$ cat src/rtl/tomasulo_pkg.sv
// Shared Tomasulo types: field widths, opcodes, line states and the
// fu_instruction / fu_solution layouts used by the reservation station.
package tomasulo_pkg;
    localparam int TAG_W   = 3;
    localparam int OP_W    = 4;
    localparam int REG_W   = 4;
    localparam int VAL_W   = 16;
    localparam int INSTR_W = TAG_W + OP_W + REG_W + 2 * VAL_W;
    localparam int SOL_W   = REG_W + TAG_W + VAL_W;

    localparam logic [OP_W-1:0] OP_ADD    = 4'b0000;
    localparam logic [OP_W-1:0] OP_SUB    = 4'b0001;
    localparam logic [OP_W-1:0] OP_MUL    = 4'b0010;
    localparam logic [OP_W-1:0] OP_DIV    = 4'b0011;
    localparam logic [OP_W-1:0] BUBBLE_OP = 4'b1111;

    typedef enum logic [1:0] {ST_FREE, ST_WAIT, ST_READY, ST_EXEC} line_state_t;

    // Packed order fixes the bus layout: {tag, op, dest, Vj, Vk}.
    typedef struct packed {
        logic [TAG_W-1:0] tag;
        logic [OP_W-1:0]  op;
        logic [REG_W-1:0] dest;
        logic [VAL_W-1:0] vj;
        logic [VAL_W-1:0] vk;
    } fu_instr_t;

    typedef struct packed {
        logic [REG_W-1:0] dest;
        logic [TAG_W-1:0] tag;
        logic [VAL_W-1:0] value;
    } fu_sol_t;

    localparam fu_instr_t BUBBLE_INSTR = '{tag: '0, op: BUBBLE_OP, dest: '0, vj: '0, vk: '0};
endpackage

$ cat src/rtl/reservation_station_if.sv
// Issue, functional-unit and CDB signals of the reservation station.
interface reservation_station_if;
    import tomasulo_pkg::*;

    logic               issue_valid;
    logic               issue_ready;
    logic [TAG_W-1:0]   issue_tag;
    logic [OP_W-1:0]    issue_op;
    logic [REG_W-1:0]   issue_dest;
    logic [VAL_W-1:0]   issue_vj;
    logic [VAL_W-1:0]   issue_vk;
    logic               issue_qj_busy;
    logic               issue_qk_busy;
    logic [TAG_W-1:0]   issue_qj;
    logic [TAG_W-1:0]   issue_qk;
    logic               fu_request;
    logic               fu_run;
    logic [INSTR_W-1:0] fu_instruction;
    logic               fu_done;
    logic [SOL_W-1:0]   fu_solution;
    logic               cdb_valid;
    logic [REG_W-1:0]   cdb_reg;
    logic [TAG_W-1:0]   cdb_tag;
    logic [VAL_W-1:0]   cdb_value;
    logic [3:0]         occupancy;

    modport slave (
        input  issue_valid, issue_op, issue_dest, issue_vj, issue_vk,
               issue_qj_busy, issue_qk_busy, issue_qj, issue_qk,
               fu_request, fu_done, fu_solution,
        output issue_ready, issue_tag, fu_run, fu_instruction,
               cdb_valid, cdb_reg, cdb_tag, cdb_value, occupancy
    );

    modport master (
        output issue_valid, issue_op, issue_dest, issue_vj, issue_vk,
               issue_qj_busy, issue_qk_busy, issue_qj, issue_qk,
               fu_request, fu_done, fu_solution,
        input  issue_ready, issue_tag, fu_run, fu_instruction,
               cdb_valid, cdb_reg, cdb_tag, cdb_value, occupancy
    );
endinterface

$ cat src/rtl/rs_entry.sv
// One reservation-station line: state machine, operand values, producer tags
// and CDB wakeup, including same-cycle bypass of a result into a new issue.
module rs_entry
    import tomasulo_pkg::*;
(
    input  logic             clock,
    input  logic             reset_n,
    input  logic             issue_en,
    input  logic [OP_W-1:0]  issue_op,
    input  logic [REG_W-1:0] issue_dest,
    input  logic [VAL_W-1:0] issue_vj,
    input  logic [VAL_W-1:0] issue_vk,
    input  logic             issue_qj_busy,
    input  logic             issue_qk_busy,
    input  logic [TAG_W-1:0] issue_qj,
    input  logic [TAG_W-1:0] issue_qk,
    input  logic             dispatch_en,
    input  logic             free_en,
    input  logic             res_valid,
    input  logic [TAG_W-1:0] res_tag,
    input  logic [VAL_W-1:0] res_value,
    output logic             free,
    output logic             ready,
    output logic             exec,
    output logic [OP_W-1:0]  op,
    output logic [REG_W-1:0] dest,
    output logic [VAL_W-1:0] vj,
    output logic [VAL_W-1:0] vk
);
    line_state_t      state, state_d;
    logic             qj_busy, qk_busy;
    logic [TAG_W-1:0] qj, qk;
    logic             byp_j, byp_k, hit_j, hit_k;

    assign byp_j = issue_qj_busy && res_valid && (issue_qj == res_tag);
    assign byp_k = issue_qk_busy && res_valid && (issue_qk == res_tag);
    assign hit_j = (state == ST_WAIT) && qj_busy && res_valid && (qj == res_tag);
    assign hit_k = (state == ST_WAIT) && qk_busy && res_valid && (qk == res_tag);

    always_ff @(posedge clock or negedge reset_n) begin
        if (!reset_n) state <= ST_FREE;
        else          state <= state_d;
    end

    always_comb begin
        state_d = state;
        case (state)
            ST_FREE:  if (issue_en)
                          state_d = ((issue_qj_busy && !byp_j) || (issue_qk_busy && !byp_k))
                                    ? ST_WAIT : ST_READY;
            ST_WAIT:  if ((!qj_busy || hit_j) && (!qk_busy || hit_k)) state_d = ST_READY;
            ST_READY: if (dispatch_en) state_d = ST_EXEC;
            ST_EXEC:  if (free_en) state_d = ST_FREE;
            default:  state_d = ST_FREE;
        endcase
    end

    always_comb begin
        free  = (state == ST_FREE);
        ready = (state == ST_READY);
        exec  = (state == ST_EXEC);
    end

    always_ff @(posedge clock or negedge reset_n) begin
        if (!reset_n) begin
            op <= '0; dest <= '0; vj <= '0; vk <= '0;
            qj_busy <= 1'b0; qk_busy <= 1'b0; qj <= '0; qk <= '0;
        end else if (issue_en) begin
            op      <= issue_op;
            dest    <= issue_dest;
            vj      <= byp_j ? res_value : issue_vj;
            vk      <= byp_k ? res_value : issue_vk;
            qj_busy <= issue_qj_busy && !byp_j;
            qk_busy <= issue_qk_busy && !byp_k;
            qj      <= issue_qj;
            qk      <= issue_qk;
        end else begin
            if (hit_j) begin vj <= res_value; qj_busy <= 1'b0; end
            if (hit_k) begin vk <= res_value; qk_busy <= 1'b0; end
        end
    end
endmodule

$ cat src/rtl/reservation_station.sv
// Reservation station: ENTRIES lines, lowest-index issue and dispatch
// selection, result-event gating and the registered CDB broadcast.
module reservation_station
    import tomasulo_pkg::*;
#(
    parameter int ENTRIES = 8
) (
    input logic                  clock,
    input logic                  reset_n,
    reservation_station_if.slave bus
);
    logic [ENTRIES-1:0]            line_free, line_ready, line_exec;
    logic [ENTRIES-1:0]            issue_en, dispatch_en, free_en;
    logic [ENTRIES-1:0][OP_W-1:0]  line_op;
    logic [ENTRIES-1:0][REG_W-1:0] line_dest;
    logic [ENTRIES-1:0][VAL_W-1:0] line_vj, line_vk;
    logic [TAG_W-1:0]              free_idx, ready_idx;
    logic                          issue_fire, dispatch_fire, res_valid;
    fu_sol_t                       sol;
    fu_instr_t                     instr_q;
    logic                          run_q, cdb_valid_q;
    logic [REG_W-1:0]              cdb_reg_q;
    logic [TAG_W-1:0]              cdb_tag_q;
    logic [VAL_W-1:0]              cdb_value_q;
    logic [3:0]                    occ_q;

    assign sol = fu_sol_t'(bus.fu_solution);
    // A completion only counts when it names a line that is actually executing.
    assign res_valid     = bus.fu_done && line_exec[sol.tag];
    assign issue_fire    = bus.issue_valid && (|line_free);
    assign dispatch_fire = bus.fu_request && (|line_ready);

    always_comb begin
        free_idx  = '0;
        ready_idx = '0;
        for (int i = ENTRIES - 1; i >= 0; i--) begin
            if (line_free[i])  free_idx  = TAG_W'(i);
            if (line_ready[i]) ready_idx = TAG_W'(i);
        end
    end

    for (genvar g = 0; g < ENTRIES; g++) begin : g_line
        assign issue_en[g]    = issue_fire && (free_idx == TAG_W'(g));
        assign dispatch_en[g] = dispatch_fire && (ready_idx == TAG_W'(g));
        assign free_en[g]     = res_valid && (sol.tag == TAG_W'(g));

        rs_entry u_entry (
            .clock         (clock),
            .reset_n       (reset_n),
            .issue_en      (issue_en[g]),
            .issue_op      (bus.issue_op),
            .issue_dest    (bus.issue_dest),
            .issue_vj      (bus.issue_vj),
            .issue_vk      (bus.issue_vk),
            .issue_qj_busy (bus.issue_qj_busy),
            .issue_qk_busy (bus.issue_qk_busy),
            .issue_qj      (bus.issue_qj),
            .issue_qk      (bus.issue_qk),
            .dispatch_en   (dispatch_en[g]),
            .free_en       (free_en[g]),
            .res_valid     (res_valid),
            .res_tag       (sol.tag),
            .res_value     (sol.value),
            .free          (line_free[g]),
            .ready         (line_ready[g]),
            .exec          (line_exec[g]),
            .op            (line_op[g]),
            .dest          (line_dest[g]),
            .vj            (line_vj[g]),
            .vk            (line_vk[g])
        );
    end

    always_ff @(posedge clock or negedge reset_n) begin
        if (!reset_n) begin
            instr_q     <= BUBBLE_INSTR;
            run_q       <= 1'b0;
            cdb_valid_q <= 1'b0;
            cdb_reg_q   <= '0;
            cdb_tag_q   <= '0;
            cdb_value_q <= '0;
            occ_q       <= '0;
        end else begin
            run_q       <= 1'b1;
            instr_q     <= dispatch_fire
                           ? '{tag: ready_idx, op: line_op[ready_idx], dest: line_dest[ready_idx],
                               vj: line_vj[ready_idx], vk: line_vk[ready_idx]}
                           : BUBBLE_INSTR;
            cdb_valid_q <= res_valid;
            if (res_valid) begin
                cdb_reg_q   <= sol.dest;
                cdb_tag_q   <= sol.tag;
                cdb_value_q <= sol.value;
            end
            occ_q <= occ_q + 4'(issue_fire) - 4'(res_valid);
        end
    end

    assign bus.issue_ready    = |line_free;
    assign bus.issue_tag      = free_idx;
    assign bus.fu_run         = run_q;
    assign bus.fu_instruction = instr_q;
    assign bus.cdb_valid      = cdb_valid_q;
    assign bus.cdb_reg        = cdb_reg_q;
    assign bus.cdb_tag        = cdb_tag_q;
    assign bus.cdb_value      = cdb_value_q;
    assign bus.occupancy      = occ_q;
endmodule

$ cat src/flat_wrapper.sv
// flat-port wrapper written by rule: the top's interface ports become plain ports
module reservation_station_flat import tomasulo_pkg::*;
#(
    parameter int ENTRIES = 8
)
  (clock, reset_n, bus_issue_valid, bus_issue_op, bus_issue_dest, bus_issue_vj, bus_issue_vk, bus_issue_qj_busy, bus_issue_qk_busy, bus_issue_qj, bus_issue_qk, bus_fu_request, bus_fu_done, bus_fu_solution, bus_issue_ready, bus_issue_tag, bus_fu_run, bus_fu_instruction, bus_cdb_valid, bus_cdb_reg, bus_cdb_tag, bus_cdb_value, bus_occupancy);
  reservation_station_if bus_i ();
  input logic clock;
  input logic reset_n;
  input wire logic [$bits(bus_i.issue_valid)-1:0] bus_issue_valid;
  input wire logic [$bits(bus_i.issue_op)-1:0] bus_issue_op;
  input wire logic [$bits(bus_i.issue_dest)-1:0] bus_issue_dest;
  input wire logic [$bits(bus_i.issue_vj)-1:0] bus_issue_vj;
  input wire logic [$bits(bus_i.issue_vk)-1:0] bus_issue_vk;
  input wire logic [$bits(bus_i.issue_qj_busy)-1:0] bus_issue_qj_busy;
  input wire logic [$bits(bus_i.issue_qk_busy)-1:0] bus_issue_qk_busy;
  input wire logic [$bits(bus_i.issue_qj)-1:0] bus_issue_qj;
  input wire logic [$bits(bus_i.issue_qk)-1:0] bus_issue_qk;
  input wire logic [$bits(bus_i.fu_request)-1:0] bus_fu_request;
  input wire logic [$bits(bus_i.fu_done)-1:0] bus_fu_done;
  input wire logic [$bits(bus_i.fu_solution)-1:0] bus_fu_solution;
  output wire logic [$bits(bus_i.issue_ready)-1:0] bus_issue_ready;
  output wire logic [$bits(bus_i.issue_tag)-1:0] bus_issue_tag;
  output wire logic [$bits(bus_i.fu_run)-1:0] bus_fu_run;
  output wire logic [$bits(bus_i.fu_instruction)-1:0] bus_fu_instruction;
  output wire logic [$bits(bus_i.cdb_valid)-1:0] bus_cdb_valid;
  output wire logic [$bits(bus_i.cdb_reg)-1:0] bus_cdb_reg;
  output wire logic [$bits(bus_i.cdb_tag)-1:0] bus_cdb_tag;
  output wire logic [$bits(bus_i.cdb_value)-1:0] bus_cdb_value;
  output wire logic [$bits(bus_i.occupancy)-1:0] bus_occupancy;
  assign bus_i.issue_valid = bus_issue_valid;
  assign bus_i.issue_op = bus_issue_op;
  assign bus_i.issue_dest = bus_issue_dest;
  assign bus_i.issue_vj = bus_issue_vj;
  assign bus_i.issue_vk = bus_issue_vk;
  assign bus_i.issue_qj_busy = bus_issue_qj_busy;
  assign bus_i.issue_qk_busy = bus_issue_qk_busy;
  assign bus_i.issue_qj = bus_issue_qj;
  assign bus_i.issue_qk = bus_issue_qk;
  assign bus_i.fu_request = bus_fu_request;
  assign bus_i.fu_done = bus_fu_done;
  assign bus_i.fu_solution = bus_fu_solution;
  assign bus_issue_ready = bus_i.issue_ready;
  assign bus_issue_tag = bus_i.issue_tag;
  assign bus_fu_run = bus_i.fu_run;
  assign bus_fu_instruction = bus_i.fu_instruction;
  assign bus_cdb_valid = bus_i.cdb_valid;
  assign bus_cdb_reg = bus_i.cdb_reg;
  assign bus_cdb_tag = bus_i.cdb_tag;
  assign bus_cdb_value = bus_i.cdb_value;
  assign bus_occupancy = bus_i.occupancy;
  reservation_station #(.ENTRIES(ENTRIES)) u_core (.clock(clock), .reset_n(reset_n), .bus(bus_i));
endmodule
$ cat config.mk
export PLATFORM = sky130hd
export DESIGN_NAME = reservation_station_flat
export DESIGN_NICKNAME = d
export VERILOG_FILES = /design/src/rtl/tomasulo_pkg.sv /design/src/rtl/reservation_station_if.sv /design/src/rtl/rs_entry.sv /design/src/rtl/reservation_station.sv /design/src/flat_wrapper.sv
export SDC_FILE = /design/constraint.sdc
export NUM_CORES = 1
export LEC_CHECK = 0
export ABC_AREA = 1
export BUFFER_PORTS_ARGS = -buffer_cell sky130_fd_sc_hd__buf_2
export CAP_MARGIN = 20
export CORE_ASPECT_RATIO = 1.1
export CORE_MARGIN = 3
export CORE_UTILIZATION = 30
export CTS_BUF_LIST = sky130_fd_sc_hd__clkbuf_8
export DETAILED_ROUTE_END_ITERATION = 8
export SYNTH_ARGS = -nofsm -noshare
export SYNTH_HDL_FRONTEND = slang
export SYNTH_SLANG_ARGS = --single-unit
$ cat constraint.sdc
create_clock -name clock -period 2.7 [get_ports clock]
set_clock_uncertainty 0.05 [all_clocks]
set_input_delay 0.54 -clock clock [delete_from_list [all_inputs] [get_ports clock]]
set_output_delay 0.54 -clock clock [all_outputs]
set_load 0.02 [all_outputs]
==> results of run 1 <==
layout by cell type (no fill, tap or decap), types with 5 or more instances in the layout:
cell           Yosys  final
a21oi_1           89     73
a21oi_2            2     15
buf_12             0     50
buf_16             0      5
buf_2             64    147
buf_4              5    175
buf_6              2      9
clkbuf_8           0    110
clkinv_2           0     10
dfrtp_1          468    468
diode_2            0      5
dlygate4sd3_1      0      5
ha_1              36     21
ha_2               0      9
ha_4               0      6
inv_1            367    382
inv_2             14     31
nand2_1          971    951
nand2_2            2     17
nand3_1          162    155
nand3_2            6      6
nand3_4            1      8
nand3b_1           5      5
nand4_1           35     35
nor2_1            97     85
nor2_2             4     11
nor2_4             4      9
nor3_1            51     48
o211ai_1         212    212
o21ai_0          266    263
o21ai_1           17     17
o21ai_2           24     26
o21bai_1          26     26
o22ai_1           51     51
or2_2             82     82
xnor2_1           12     12
xor2_1            12     12
how the worst max path moves through the flow:
stage,end,slack [ps],cells after the start
3_5_place_dp,u_core.bus.fu_instruction[28]$_DFF_PN0_,-280,10
2_1_floorplan,u_core.bus.occupancy[2]$_DFF_PN0_,80,16
6_report,u_core.bus.fu_instruction[16]$_DFF_PN0_,50,17
5_1_grt,bus_issue_tag[2],-40,9
3_3_place_gp,u_core.bus.fu_instruction[28]$_DFF_PN0_,-260,10
4_1_cts,bus_issue_tag[0],-60,11
repair_timing:
item / in CTS / in global routing
cloned: 5 / 3
buffers inserted: 19 / 22
resized for setup: 56 / 81
endpoints found under the setup margin: 113 / 208
endpoints found under the hold margin: 58 / 0
hold buffers: 5 / 0
pin swaps: 12 / 32
through the flow:
stage	util [%]	hold slack (ps)	setup WS (ps)	cells	cell area, sq um
after floorplan	-	194	78.5	3228	25100
after global placement	34.6	410	-264	4438	28500
final	38.1	178	50.2	4660	31400
after CTS	37.5	119	-57.1	4630	30900
after global routing	38.1	173	-38.1	4657	31400
after detailed placement	34.6	416	-283	4438	28500
kinds of logic after synthesis:
family / Yosys count
and+or+nand+nor: 1424
AOI/OAI and AO/OA: 689
buffers and inverters: 581
DFF: 472
adders and majority gates: 37
xor gates and xnor gates: 24
other: 1
cells in the mapped netlist (all sizes together) (4+ instances only):
master,count
xor2,12
a21oi,91
nor3,51
xnor2,12
nand3,169
nand2,974
dfstp,4
o21ai,307
buf,76
o22ai,51
or2,82
dfrtp,468
nand3b,5
inv,381
o211ai,212
ha,36
clkbuf,122
o21bai,26
nor2,105
nand4,38
metal layers:
layer / vias to the layer above / share of wire [%] / routed length [um] / GRT usage (%)
li1: 11100 / - / - / -
met1: 11500 / 42 / 40200 / 28.5
met2: 1054 / 46 / 44000 / 34.8
met3: 214 / 7.9 / 7540 / 4.01
met4: 6 / 4.4 / 4220 / 10.2
met5: - / 0.035 / 34 / 0
report_power, final:
| group | switching [mW] | total (mW) | internal, mW |
|---|---|---|---|
| sequential | 1.54 | 11.7 | 10.2 |
| clock | 3.36 | 7.41 | 4.05 |
| combinational | 13.5 | 22.7 | 9.18 |
worst min-delay path, stage by stage:
cell	delay [ps]
buf_2	80
inv_1	100
o21ai_0	170
area by class of cell:
class	instances	share of cell area, %
Antenna cell	5	0.0399
Clock buffer	109	4.78
Clock inverter	54	1.15
Inverter	383	4.62
Multi-Input combinational cell	2175	36.4
Sequential cell	472	37.6
Tap cell	1064	4.24
Timing Repair Buffer	398	11.1
==> results.yml, run 1 <==
global_routing:
  grt_usage_pct: 21.7
  grt.overflow.total: 0
  antenna_found_initial: 5
  grt_max_degree: 92
  grt_pass1_vias: 23100
  grt_first_pass_wirelength_mm: 144
critical_path:
  crit_buf_inv: 7
  reg2reg_depth: 17
  critical_path_class: "reg2reg"
  cp-start-kind: "flip-flop"
  path_cells: "buf_4 > ha_2 > inv_2 > nand2_1 > nand2_1 > nand2_1 > nand2_2 > nand2_8 > buf_12 > nand2_8 > buf_12 > inv_1 > buf_4 > a21oi_1 > nand3_1 > a21oi_2 > buf_4"
  setup.worst_path.start: "u_core.g_line[6].u_entry.state[1]$_DFFE_PN0P_"
  cp_max_fo: 6
  required_ps: 3270
  crit_family: "buffers and inverters"
  cp.arrival_ps: 3220
  reg2reg_to: "u_core.bus.fu_instruction[16]$_DFF_PN0_"
  cp_slowest_cell: "dfrtp_1"
  reg2reg_from: "u_core.g_line[6].u_entry.state[1]$_DFFE_PN0P_"
  crit_path_end_kind: "flip-flop"
  crit_path_max_incr_delay_ps: 390
  ff2ff_setup_slack_ps: 50
yosys:
  syn_area_sq_mm: 0.0251
  ys_warn_count: 0
  synth_nets: 3341
  synth-edff-count: 0
  ys_seq_elements: 472
  syn_inst: 3228
  synth_top_family_by_area: "simple AND/OR/NAND/NOR gates"
  yosysTopAreaCell: "dfrtp_1"
  synth_fa_ha_area_share_pct: 1.88
  synthMuxAreaShare_pct: 0
  async_reset_ff_share_pct: 100
  synth_compound_area_share_pct: 16.8
  synth_xor_area_share_pct: 0.838
  synth_top_area_share_pct: 46.7
  synth-simple-area-share_pct: 24.2
  ys.flop_type: "dfrtp_1"
  avgSynthCellArea_sq_um: 7.77
  yosysSeqAreaShare_pct: 47.1
  synth_area_leaders: "dfrtp_1 47%, nand2_1 15%, o211ai_1 6.3%"
  synthDistinctLibCells: 40
placed_design:
  place.gp.congestion: 0.896
  place_hpwl_mm: 64.2
  portBuffers: 151
detailed_routing:
  routed_wirelength_mm: 96.0
  vias_per_cell: 5.13
  postRouteAntennaNets: 0
  drt-initial-drc-count: 2446
  post-route-drc-count: 0
  wire_per_inst_um: 20.6
  drt_first_pass_iters: 6
  vias: 23900
floorplanning:
  die_w_um: 282
  start_util_pct: 30.5
  std_cell_rows: 110
  dieHeight_um: 309
  core_sq_mm: 0.0823
  design.die.area_sq_mm: 0.0871
  ios: 152
timing:
  fin_crit_sh_pct: 98.1
  fmax_mhz: 377
  slew_headroom_pct: 54.9
  slew_violations: 0
  worstMarginPinSlew_ps: 676
  min_period_ps: 2650
  rsz0062_at_grt: "true"
  fin_tns_setup_ps: 0
  setup_violations: 0
  report.final.hold_viol_count: 0
power:
  irDropWorstVdd_mv: 0.654
  power_mw: 41.8
  p_per_area_mw_per_mm2: 1330
  p_leak_nw: 15.5
finish:
  syn_to_final_growth_pct: 25.2
  register_area_sq_mm: 0.0118
  nets: 3633
  multi_input_area_sq_mm: 0.0114
  fill_cells: 8426
  drive_gt1_share_pct: 21.3
hold_path:
  hold_end: "u_core.g_line[7].u_entry.op[2]$_DFFE_PN0N_"
  holdPathStages: 3
  min-delay-start: "bus_issue_op[2]"
  hp-class: "in2reg"
clock_network:
  htreeDepth: 3
  clk_latency_ps: 730
  clk_pin_slew_ps: 60
  cts_sinks: 472
  cts_buffer_depth: 3
  numCtsBuffers: 90
  cts_root_buf: "clkbuf_8"
  cts_tree: "yes"
flow_run:
  maxCapViolations: 0
status:
  status: "completed"
Note: power is estimated with default switching activity, not from simulation.
==> inputs of run 2 (changes only) <==
--- a/config.mk
+++ b/config.mk
@@ -8,7 +8,7 @@
 export ABC_AREA = 1
 export BUFFER_PORTS_ARGS = -buffer_cell sky130_fd_sc_hd__buf_2
 export CAP_MARGIN = 20
-export CORE_ASPECT_RATIO = 1.1
+export CORE_ASPECT_RATIO = 0.5
 export CORE_MARGIN = 3
 export CORE_UTILIZATION = 30
 export CTS_BUF_LIST = sky130_fd_sc_hd__clkbuf_8
==> run 2 against run 1 <==
Compared with the run above: combinational power shrank 9.7%; die area grew 0.24%; utilization shrank 0.92 points; sequential power is essentially flat; via count grew 0.32%; worst hold slack gained 14 ps; critical endpoint is now bus_issue_tag[2].
==> results.yml, run 2 (synthesis results as in run 1) <==
detailed_routing:
  vias: 24000
  postRouteAntennaNets: 0
  post-route-drc-count: 0
  drt_first_pass_iters: 6
  wire_per_inst_um: 20.5
  drt-initial-drc-count: 2445
  vias_per_cell: 5.16
  routed_wirelength_mm: 95.3
timing:
  report.final.hold_viol_count: 0
  fmax_mhz: 384
  min_period_ps: 2610
  fin_crit_sh_pct: 96.5
  rsz0062_at_grt: "true"
  worstMarginPinSlew_ps: 786
  slew_violations: 0
  slew_headroom_pct: 47.6
  setup_violations: 0
floorplanning:
  ios: 152
  dieHeight_um: 210
  core_sq_mm: 0.0822
  design.die.area_sq_mm: 0.0873
  start_util_pct: 30.5
  std_cell_rows: 74
  die_w_um: 415
global_routing:
  gr-usage-met2_pct: 34.9
  grt_max_degree: 93
  grt_usage_pct: 21.3
  grt.busiest_layer: "met2"
  grt.overflow.total: 0
  grt_first_pass_wirelength_mm: 144
  antenna_found_initial: 1
  met1_usage_pct: 27.8
  global_route.usage.met3_pct: 3.16
  grt_pass1_vias: 23600
clock_network:
  numCtsBuffers: 80
  cts_sinks: 472
  clk_pin_slew_ps: 60
  clk_latency_ps: 690
  htreeDepth: 3
  cts_buffer_depth: 3
  cts_root_buf: "clkbuf_8"
  cts_tree: "yes"
critical_path:
  cp.arrival_ps: 2020
  path_cells: "inv_1 > ha_4 > nor2_4 > inv_1 > nor2_4 > nand2_2 > buf_4 > inv_1 > buf_4"
  cp-start-kind: "flip-flop"
  required_ps: 2110
  cp_max_fo: 5
  crit_family: "buffers and inverters"
  cpMostUsedCell: "inv_1"
  crit_buf_inv: 5
  cp_slowest_cell: "dfrtp_1"
  reg2reg_depth: 13
  path_depth: 9
  crit_path_end_kind: "primary output"
  critical_path_class: "reg2out"
  crit_path_max_incr_delay_ps: 350
hold_path:
  holdPathStages: 3
  hp-class: "in2reg"
power:
  p_seq_share_pct: 30.2
  switchingPower_mw: 17.2
  p_leak_nw: 15.1
  comb_power_share_pct: 52.8
  p_clk_share_pct: 17.0
  p_per_area_mw_per_mm2: 1270
  intPower_mw: 21.6
  netSwitchingFraction_pct: 44.3
  irDropWorstVdd_mv: 0.738
finish:
  drive_gt1_share_pct: 19.0
  post-route-util_pct: 37.2
  syn_to_final_growth_pct: 22.0
  fin_area_sq_mm: 0.0306
  nets: 3585
  final_cell_mix: "955 x nand2_1, 468 x dfrtp_1, 383 x inv_1"
  final_common_cell: "nand2_1"
placed_design:
  place.gp.congestion: 0.929
  place_hpwl_mm: 63.0
  place_area_sq_mm: 0.0283
  portBuffers: 151
status:
  status: "completed"
flow_run:
  maxCapViolations: 0
## run 2: cell count changes in the layout (fill, tap and decap cells not counted), sizes merged, moves of 3 or more
cell,before,now
buf,388,352
bufinv,4,0
clkbuf,113,108
clkinv,11,7
clkinvlp,1,4
diode,5,1
inv,421,414
## run 2: worst min-delay path, stage by stage
cell     delay [ps]
buf_2            80
inv_1           100
o21ai_0         160
## run 2: routing by layer
layer | vias to the layer above | part of all wire, % | wire (um)
li1 | 11000 | - | -
met1 | 11700 | 42 | 40000
met2 | 1022 | 46 | 43700
met3 | 252 | 7.5 | 7110
met4 | 0 | 4.8 | 4580
met5 | - | 0 | 0
## run 2: power by group through the flow
stage / logic [mW] / clock network (mW) / registers (mW)
2_1_floorplan: 11.5 / 0 / 11.8
3_3_place_gp: 18.9 / 0 / 11.7
3_5_place_dp: 19.2 / 0 / 11.8
4_1_cts: 19.8 / 6.70 / 11.6
5_1_grt: 22.5 / 7.03 / 12.0
6_report: 20.5 / 6.59 / 11.7
## run 2: metrics by stage
step	setup TNS (ps)	std cells	hold WS [ps]	setup WS, ps	total power, mW
finish	0	4640	191	94.0	38.8
global route	-55.0	4639	189	-22.6	41.5
CTS	-25.6	4625	149	-17.0	38.1
detailed placement	-215	4454	406	-64.9	31.0
global placement	-45.2	4454	405	-25.0	30.6
floorplan	0	3228	194	78.5	23.3
## run 2: path summary, 6_finish.rpt
check / end / start / slack, ps
worst max-delay path: bus_issue_tag[2] / u_core.g_line[3].u_entry.state[1]$_DFFE_PN0P_ / 90
worst min-delay path: u_core.g_line[7].u_entry.op[0]$_DFFE_PN0N_ / bus_issue_op[0] / 190
worst max register to register: u_core.g_line[1].u_entry.vj[3]$_DFFE_PN0P_ / u_core.g_line[1].u_entry.state[0]$_DFFE_PN0P_ / 100
worst min register to register: u_core.bus.cdb_tag[0]$_DFFE_PN0P_ / u_core.bus.cdb_tag[0]$_DFFE_PN0P_ / 430
max in group asynchronous: u_core.g_line[3].u_entry.qj_busy$_DFFE_PN0P_ / reset_n / 1390
min in group asynchronous: u_core.bus.fu_instruction[25]$_DFF_PN0_ / reset_n / 290
## run 2: layout make-up
class	instances	area (sq um)
fill	8484	51600
sequential	472	11800
multi-input combinational	2175	11300
timing repair buffer	360	2990
inverter	383	1460
clock buffer	105	1450
tap	1102	1380
clock inverter	42	179
antenna	1	2.50
## run 2: timing repair
| item | CTS | global route |
|---|---|---|
| setup buffers | 19 | 12 |
| gates cloned | 0 | 3 |
| setup endpoints to repair | 11 | 161 |
| hold endpoints to repair | 29 | 0 |
| hold buffers | 5 | 0 |
| resized for setup | 38 | 61 |
| pin swaps | 4 | 10 |
==> inputs of run 3 (changes only) <==
--- a/config.mk
+++ b/config.mk
@@ -15,4 +15,5 @@
 export DETAILED_ROUTE_END_ITERATION = 8
 export SYNTH_ARGS = -nofsm -noshare
 export SYNTH_HDL_FRONTEND = slang
+export SYNTH_HIERARCHICAL = 1
 export SYNTH_SLANG_ARGS = --single-unit
==> run 3 against run 2 <==
Compared with the run above: the flow now finishes with violations (setup timing); total power up 11%; register-to-register slack worse by 70 ps; worst hold slack worse by 79 ps; first-iteration DRC count up 41%; cell count up 18%; die area up 14%; non-clock buffer count up 20; area after synthesis up 14%; worst setup slack worse by 140 ps; utilization down 0.80 points; critical path type unchanged; critical endpoint is now bus_issue_tag[0].
==> results.yml, run 3 <==
yosys:
  synthDistinctLibCells: 36
  syn_area_sq_mm: 0.0286
  synthMuxAreaShare_pct: 0
  synth_top_family_by_area: "simple AND/OR/NAND/NOR gates"
  synth-edff-count: 0
  synth_top_area_share_pct: 40.9
  synth_nets: 4032
  ys_warn_count: 6
  synth_most_common_cell: "nand2_1"
  yosysTopAreaCell: "dfrtp_1"
  async_reset_ff_share_pct: 100
  synth_fa_ha_area_share_pct: 1.64
  synth_area_leaders: "dfrtp_1 41%, nand3_1 15%, nand2_1 13%"
  synth_xor_area_share_pct: 0.0918
  synth_compound_area_share_pct: 6.25
  ys_seq_elements: 472
  yosysSeqAreaShare_pct: 41.3
  synth-simple-area-share_pct: 40.4
  syn_inst: 3919
  synth_common_cells: "993 x nand2_1, 853 x nand3_1, 468 x dfrtp_1"
  avgSynthCellArea_sq_um: 7.30
  ys.flop_type: "dfrtp_1"
critical_path:
  setup.worst_path.start: "u_core/g_line[6].u_entry/state[0]$_DFFE_PN0P_"
  cp-start-kind: "flip-flop"
  ff2ff_setup_slack_ps: 30
  cp-endpoint: "bus_issue_tag[0]"
  cp.arrival_ps: 2150
  cp_max_fo: 4
  required_ps: 2110
  reg2reg_depth: 16
  crit_path_end_kind: "primary output"
  critical_path_class: "reg2out"
  reg2reg_from: "u_core/g_line[6].u_entry/state[1]$_DFFE_PN0P_"
  reg2reg_to: "u_core/g_line[5].u_entry/vk[3]$_DFFE_PN0P_"
detailed_routing:
  drt_first_pass_iters: 6
  wl_met2_mm: 50.9
  drt-initial-drc-count: 3448
  met1Wirelength_mm: 47.4
  vias: 29300
  highest_layer: "met4"
  routed_wirelength_mm: 114
  met3_length_mm: 11.2
  vias_per_cell: 5.34
  post-route-drc-count: 0
  wire_per_inst_um: 20.7
  postRouteAntennaNets: 0
finish:
  post-route-util_pct: 36.4
  syn_to_final_growth_pct: 19.3
  stdcell_count: 5488
  drive_gt1_share_pct: 19.0
  final_cell_mix: "984 x nand2_1, 853 x nand3_1, 468 x dfrtp_1"
  nets: 4276
  final_common_cell: "nand2_1"
  fin_area_sq_mm: 0.0341
placed_design:
  place_hpwl_mm: 76.3
  place_area_sq_mm: 0.0318
  dp.cells: 5298
  place.gp.congestion: 0.957
  portBuffers: 151
  pre_cts_ws_ps: -125
timing:
  setup_violations: 3
  fin_tns_setup_ps: -84.7
  rsz0062_at_grt: "true"
  report.final.hold_viol_count: 0
  slew_headroom_pct: 47.4
  min_period_ps: 2740
  slew_violations: 0
  fmax_mhz: 364
  hold-worst-slack_ps: 112
  setup_ws_ps: -44.0
  fin_crit_sh_pct: 102
  worstMarginPinSlew_ps: 789
clock_network:
  clk_pin_slew_ps: 60
  clk_latency_ps: 710
  htreeDepth: 3
  cts_buffer_depth: 3
  numCtsBuffers: 82
  cts_root_buf: "clkbuf_8"
  cts_tree: "yes"
  cts_sinks: 472
hold_path:
  holdPathStages: 3
  hp-class: "in2reg"
global_routing:
  antenna_found_initial: 7
  grt_first_pass_wirelength_mm: 171
  grt_pass1_vias: 27800
  grt_usage_pct: 22.0
  grt.overflow.total: 0
  grt_max_degree: 85
status:
  status: "finished with violations"
  violations: "setup timing"
floorplanning:
  ios: 152
  design.die.area_sq_mm: 0.0993
  dieHeight_um: 224
  core_sq_mm: 0.0937
  start_util_pct: 30.5
  die_w_um: 443
  std_cell_rows: 79
power:
  power_mw: 42.9
  p_per_area_mw_per_mm2: 1260
  p_leak_nw: 17.0
  irDropWorstVdd_mv: 1.04
flow_run:
  maxCapViolations: 0
run 3: repair_timing:
item                                    in CTS  in global routing
cloned                                       0                  2
hold endpoints to repair                    40                  0
endpoints found under the setup margin      43                226
setup buffers                               18                 12
pin swaps                                    8                 15
hold buffers                                 5                  0
gates resized for setup                     40                 49
run 3: routing by layer:
layer / vias to the layer above / global-route usage [%]
li1: 13300 / -
met1: 14100 / 29.8
met2: 1579 / 34.0
met3: 276 / 4.85
met4: 0 / 8.95
met5: - / 0
run 3: cells by family (layout without fill, tap and decap cells):
logic type                 after synthesis  after routing
AOI/OAI and AO/OA                      285            285
xor gates and xnor gates                 3              3
DFF                                    472            472
buffers and inverters                  660            968
and+or+nand+nor                       2461           2461
other                                    1              7
adders and majority gates               37             37
run 3: area by class of cell:
cell class	instances	area, sq um
antenna	6	15.0
clock buffer	105	1450
clock inverter	43	234
fill	9875	59600
inverter	440	1690
multi-input combinational	2787	14200
sequential	472	11800
tap	1255	1570
timing repair buffer	380	3180
run 3: worst min path at each step:
stage / startpoint / endpoint / slack [ps]
6_report: bus_issue_dest[0] / u_core/g_line[7].u_entry/dest[0]$_DFFE_PN0P_ / 110
5_1_grt: bus_issue_dest[2] / u_core/g_line[0].u_entry/dest[2]$_DFFE_PN0P_ / 70
4_1_cts: bus_issue_dest[3] / u_core/g_line[6].u_entry/dest[3]$_DFFE_PN0P_ / 40
3_5_place_dp: reset_n / u_core/g_line[2].u_entry/vj[0]$_DFFE_PN0P_ / 400
3_3_place_gp: u_core/g_line[0].u_entry/dest[0]$_DFFE_PN0P_ / u_core/g_line[0].u_entry/dest[0]$_DFFE_PN0P_ / 390
2_1_floorplan: reset_n / u_core/bus.cdb_reg[0]$_DFFE_PN0P_ / 190
run 3: where the power goes:
group          internal [mW]  switching, mW  leakage, nW
registers               10.4           1.76         5.84
clock network           3.60           3.29        0.955
logic                   8.28           15.6         10.2
run 3: critical path, cell delays in order, from the launching register on:
cell,delay [ps]
dfrtp_1,390
inv_2,90
ha_4,200
inv_1,70
a21oi_2,150
nor2_2,50
o21ai_2,150
a21oi_2,90
buf_4,150
buf_6,120
